### config.mk
export PLATFORM = sky130hd
export DESIGN_NAME = traffic_sensor_frontend
export DESIGN_NICKNAME = d
export VERILOG_FILES = /design/src/rtl/traffic_sensor_frontend.sv
export SDC_FILE = /design/constraint.sdc
export NUM_CORES = 1
export LEC_CHECK = 0
export CAP_MARGIN = 25
export CELL_PAD_IN_SITES_DETAIL_PLACEMENT = 0
export CELL_PAD_IN_SITES_GLOBAL_PLACEMENT = 1
export CORE_UTILIZATION = 52
export DETAILED_ROUTE_END_ITERATION = 8
export DONT_BUFFER_PORTS = 1
export GPL_TIMING_DRIVEN = 0
export PLACE_DENSITY_LB_ADDON = 0.05
export REMOVE_ABC_BUFFERS = 1
export SLEW_MARGIN = 20
export SYNTH_ARGS = -nofsm -noshare
export SYNTH_HDL_FRONTEND = slang
export SYNTH_SLANG_ARGS = --single-unit
### constraint.sdc
create_clock -name clk -period 3.5 [get_ports clk]
set_input_delay 1.05 -clock clk [delete_from_list [all_inputs] [get_ports clk]]
set_output_delay 1.05 -clock clk [all_outputs]
set_load 0.05 [all_outputs]
### src/rtl/traffic_sensor_frontend.sv
// traffic_sensor_frontend
//   Conditions the raw roadside detectors for streets A and B and produces the
//   traffic-present inputs for the traffic light controller.
//   - Each raw detector is synchronized (2 flops), then debounced: the level
//     only changes after DEB_CYCLES consecutive cycles of disagreement.
//   - A debounced 0->1 on car_x is an arrival, on exit_x a departure.
//   - Departures only count while that street's light is green or yellow.
//   - Per-street saturating vehicle counters drive registered Ta/Tb.
//   - light_fault is a sticky flag for illegal light combinations.
// Ports:
//   clk, reset             : clock, asynchronous active-high reset
//   car_a, car_b           : raw arrival loop detectors (asynchronous)
//   exit_a, exit_b         : raw stop-line exit detectors (asynchronous)
//   La1, La0, Lb1, Lb0     : controller light codes {x1,x0}: 00 G, 01 Y, 10 R, 11 illegal
//   Ta, Tb                 : traffic present on street A / B
//   count_a, count_b       : vehicles waiting on A / B
//   light_fault            : sticky illegal-light flag
module traffic_sensor_frontend #(
  parameter int DEB_CYCLES = 4,
  parameter int CNT_W      = 4
) (
  input  logic             clk,
  input  logic             reset,
  input  logic             car_a,
  input  logic             car_b,
  input  logic             exit_a,
  input  logic             exit_b,
  input  logic             La1,
  input  logic             La0,
  input  logic             Lb1,
  input  logic             Lb0,
  output logic             Ta,
  output logic             Tb,
  output logic [CNT_W-1:0] count_a,
  output logic [CNT_W-1:0] count_b,
  output logic             light_fault
);

  localparam int               DC_W    = $clog2(DEB_CYCLES);
  localparam logic [DC_W-1:0]  DC_LAST = DC_W'(DEB_CYCLES - 1);
  localparam logic [CNT_W-1:0] CNT_MAX = '1;

  // Channel order: 0 car_a, 1 car_b, 2 exit_a, 3 exit_b
  logic [3:0] raw_in;
  logic [3:0] deb_rise;

  assign raw_in = {exit_b, exit_a, car_b, car_a};

  genvar gi;

  // Synchronizer + debouncer per detector channel
  generate
    for (gi = 0; gi < 4; gi++) begin : g_chan
      logic            meta_q;
      logic            sync_q;
      logic            deb_q;
      logic            deb_d;
      logic [DC_W-1:0] dc_q;
      logic [DC_W-1:0] dc_d;

      // dc counts consecutive cycles where the synchronized level disagrees
      // with the debounced level; any agreement restarts the count.
      always_comb begin
        deb_d = deb_q;
        dc_d  = '0;
        if (sync_q != deb_q) begin
          if (dc_q == DC_LAST) begin
            deb_d = sync_q;
          end else begin
            dc_d = dc_q + DC_W'(1);
          end
        end
      end

      always_ff @(posedge clk or posedge reset) begin
        if (reset) begin
          meta_q <= 1'b0;
          sync_q <= 1'b0;
          deb_q  <= 1'b0;
          dc_q   <= '0;
        end else begin
          meta_q <= raw_in[gi];
          sync_q <= meta_q;
          deb_q  <= deb_d;
          dc_q   <= dc_d;
        end
      end

      // Event fires in the cycle the debounced level is about to rise, so the
      // counters update on the same edge as deb.
      assign deb_rise[gi] = deb_d & ~deb_q;
    end
  endgenerate

  // Departure allowed on green (00) or yellow (01) only
  logic [1:0]       depart_ok;
  logic [CNT_W-1:0] count_vec [2];
  logic [1:0]       t_vec;

  assign depart_ok = {~Lb1, ~La1};

  // Per-street vehicle counter and traffic-present register
  generate
    for (gi = 0; gi < 2; gi++) begin : g_street
      logic             arrive;
      logic             depart;
      logic [CNT_W-1:0] count_q;
      logic [CNT_W-1:0] count_d;
      logic             t_q;
      logic             t_d;

      assign arrive = deb_rise[gi];
      assign depart = deb_rise[gi+2] & depart_ok[gi];

      always_comb begin
        count_d = count_q;
        if (arrive && !depart) begin
          if (count_q != CNT_MAX) count_d = count_q + CNT_W'(1);
        end else if (depart && !arrive) begin
          if (count_q != '0) count_d = count_q - CNT_W'(1);
        end
        // Registered from the next count so T tracks count with no extra lag
        t_d = |count_d;
      end

      always_ff @(posedge clk or posedge reset) begin
        if (reset) begin
          count_q <= '0;
          t_q     <= 1'b0;
        end else begin
          count_q <= count_d;
          t_q     <= t_d;
        end
      end

      assign count_vec[gi] = count_q;
      assign t_vec[gi]     = t_q;
    end
  endgenerate

  // Sticky light fault: either code illegal, or neither street red
  logic illegal_lights;
  logic light_fault_q;
  logic light_fault_d;

  always_comb begin
    illegal_lights = (La1 & La0) | (Lb1 & Lb0) | (~La1 & ~Lb1);
    light_fault_d  = light_fault_q | illegal_lights;
  end

  always_ff @(posedge clk or posedge reset) begin
    if (reset) begin
      light_fault_q <= 1'b0;
    end else begin
      light_fault_q <= light_fault_d;
    end
  end

  assign count_a     = count_vec[0];
  assign count_b     = count_vec[1];
  assign Ta          = t_vec[0];
  assign Tb          = t_vec[1];
  assign light_fault = light_fault_q;

endmodule
==> impl_metrics.csv <==
group,metric,value,unit
worst_setup_path,cp_max_fo,8,
logic_synthesis,seq_area_frac_synth,0.526,
clock_tree,path_clk_slew,90,ps
layout,utilization,0.604,
clock_tree,clock_path_buffers,2,
detailed_routing,routed_wl,2300,um
worst_setup_path,worst-setup-path-type,"primary input to flop",
clock_tree,cts_max_level,2,
global_routing,grtUsageTotal,0.171,
clock_tree,root_buffer,"clkbuf_4",
worst_setup_path,cp_data_arrival_time,2630,ps
logic_synthesis,async_flop_share,1.00,
global_routing,grt_pass1_wl,3950,um
timing,worst_slew_pin_slew,711,ps
logic_synthesis,synth-seq-cells,31,
power,p_per_area,805,nW/um2
detailed_routing,ant_nets,0,
floorplanning,die_h,55.3,um
floorplanning,dieArea,3050,um2
global_routing,antenna_found_initial,0,
detailed_routing,vias,950,
detailed_routing,drcViolationCount,0,
logic_synthesis,netlist_area,1480,um2
clock_tree,hold_buffers,0,
hold_path,hp-class,"flop to flop",
floorplanning,pin_count,21,
place,dp_cells,152,
clock_tree,cts_tree,"yes",
floorplanning,start_util,0.575,
layout,fin_cells,159,
place,routabilityCongestion,0.760,
global_routing,grt_overflow,0,
place,port_buffers,0,
timing,setup_viol_count_final,0,
place,dp_hpwl,1720,um
layout,layout-drive-gt1-share,0.132,
power,p_leak,0.672,nW
timing,max_freq,412,MHz
worst_setup_path,cp.required,3700,ps
logic_synthesis,yosysUniqueCellTypes,40,
layout,antennaDiodeCount,0,
floorplanning,row_count,18,
clock_tree,cts_made_buffers,5,
global_routing,grt_pass1_vias,915,
job,drv_cap,0,
detailed_routing,avgRoutedWirePerCell,14.5,um
logic_synthesis,synth_ff_type,"dfrtp_1",
timing,slew_headroom,0.526,
logic_synthesis,post_synth.cell_area_avg,11.7,um2
logic_synthesis,synth-edff-count,0,
timing,hold_viol,0,
logic_synthesis,yosys_warnings,0,
layout,layout.nets,147,
clock_tree,clk_latency,320,ps
timing,clock_skew,11.6,ps
power,max-vdd-ir-drop,0.000550,V
timing,min_period,2430,ps
floorplanning,coreArea,2570,um2
timing,rsz0062_at_grt,"false",
clock_tree,cts_resized,0,
timing,post-route-period-util,0.694,
timing,worst_slack,1070,ps
worst_setup_path,worstSetupEndpointType,"flop",
detailed_routing,drt-vias-per-instance,5.97,
timing,tns,0,ps
detailed_routing,first_pass_iters,6,
logic_synthesis,synth_cells,126,
floorplanning,die_w,55.3,um
place,dp_slack,751,ps
outcome,status,"finished, final reports clean",
worst_setup_path,rrSetupSlack,1120,ps
detailed_routing,drt_iter0_drc,18,
clock_tree,cts_setup_buffers,0,
layout,syn2layout_area_growth,5.17,%
timing,report.final.slew_viol_count,0,
worst_setup_path,cp-start-kind,"primary input",
global_routing,grt_max_degree,19,
clock_tree,cts.sinks,31,
## per-layer routing
layer / GRT usage / wire length (um) / vias to the layer above
met5: 0 / 0 / -
met4: 0.0679 / 28 / 0
met3: 0.0984 / 126 / 4
met2: 0.262 / 1130 / 22
met1: 0.197 / 1010 / 463
li1: - / - / 461
## synthesized netlist by cell type (2+ instances only)
cell type	instances	area, um2
nand3_1	5	25.0
dfrtp_1	31	776
nand2b_1	2	12.5
inv_1	6	22.5
o21ai_0	5	25.0
ha_1	8	100
or4_1	2	15.0
a31oi_1	3	18.8
nor2_1	3	11.3
nor3_1	6	30.0
and3b_1	2	17.5
nand2_1	4	15.0
xnor2_1	6	52.6
nand4_1	4	25.0
nor3b_1	3	22.5
mux2_2	4	45.0
mux2i_1	3	30.0
a21oi_1	3	15.0
buf_2	2	10.0
nor2b_1	4	25.0
## placed cells by master (no fill, tap or decap), types with 3 or more instances in the layout
| cell type | netlist | final |
|---|---|---|
| a21oi_1 | 3 | 3 |
| a31oi_1 | 3 | 3 |
| clkbuf_4 | 1 | 5 |
| dfrtp_1 | 31 | 31 |
| ha_1 | 8 | 8 |
| inv_1 | 6 | 6 |
| mux2_2 | 4 | 4 |
| mux2i_1 | 3 | 3 |
| nand2_1 | 4 | 4 |
| nand3_1 | 5 | 5 |
| nand4_1 | 4 | 4 |
| nor2_1 | 3 | 3 |
| nor2b_1 | 4 | 4 |
| nor3_1 | 6 | 6 |
| nor3b_1 | 3 | 3 |
| o21ai_0 | 5 | 5 |
| xnor2_1 | 6 | 6 |
## state kept, by name, indices dropped and copies added (netlist names)
| register | flops |
|---|---|
| Tb | 1 |
| g_chan.meta_q | 4 |
| g_chan.deb_q | 4 |
| count_b | 4 |
| count_a | 4 |
| light_fault | 1 |
| g_chan.dc_q | 8 |
| Ta | 1 |
| g_chan.sync_q | 4 |
## kinds of logic after synthesis
group	after synthesis	share of synthesized area
multiplexers	8	0.0611
XOR/XNOR	6	0.0356
AO/OA/AOI/OAI	18	0.0840
buffers and inverters	11	0.0373
flip-flops	31	0.526
adder cells (fa/ha/maj)	8	0.0679
AND/OR/NAND/NOR	44	0.188
## metrics by stage
step / power, mW / area (um2) / hold WS [ps]
after global routing: 1.34 / 1550 / 363
after CTS: 1.26 / 1550 / 358
after floorplan: 0.973 / 1440 / 331
after global placement: 1.03 / 1480 / 333
final: 1.25 / 1550 / 358
after detailed placement: 1.05 / 1500 / 336
## final cells by class
cell class,instances,area (um2)
timing repair buffer,1,15.0
fill,220,1020
clock inverter,1,5.00
clock buffer,6,51.3
multi-input combinational,84,644
tap,30,37.5
inverter,6,22.5
sequential,31,776
## worst max-delay path, cell delays in order
cell	delay (ps)
nand4bb_1	360
nor4_1	360
mux2i_1	230
mux2i_1	110
or4_1	510
## worst paths after layout
path                                          end             start  depth (start not counted)
worst max-delay path                           Tb               Lb1                          5
worst min-delay path             g_chan[0].sync_q  g_chan[0].meta_q                          0
worst max register to register                 Ta        count_a[1]                          7
worst min register to register   g_chan[0].sync_q  g_chan[0].meta_q                          0
max in group asynchronous       g_chan[1].dc_q[1]             reset                          2
min in group asynchronous              count_a[2]             reset                          1
## report_power, final
group / total [mW] / switching, mW / leakage [nW] / internal (mW)
sequential: 0.714 / 0.253 / 0.373 / 0.461
combinational: 0.325 / 0.147 / 0.264 / 0.179
clock: 0.209 / 0.116 / 0.0341 / 0.0929
Power figures use the tool's default switching activity.
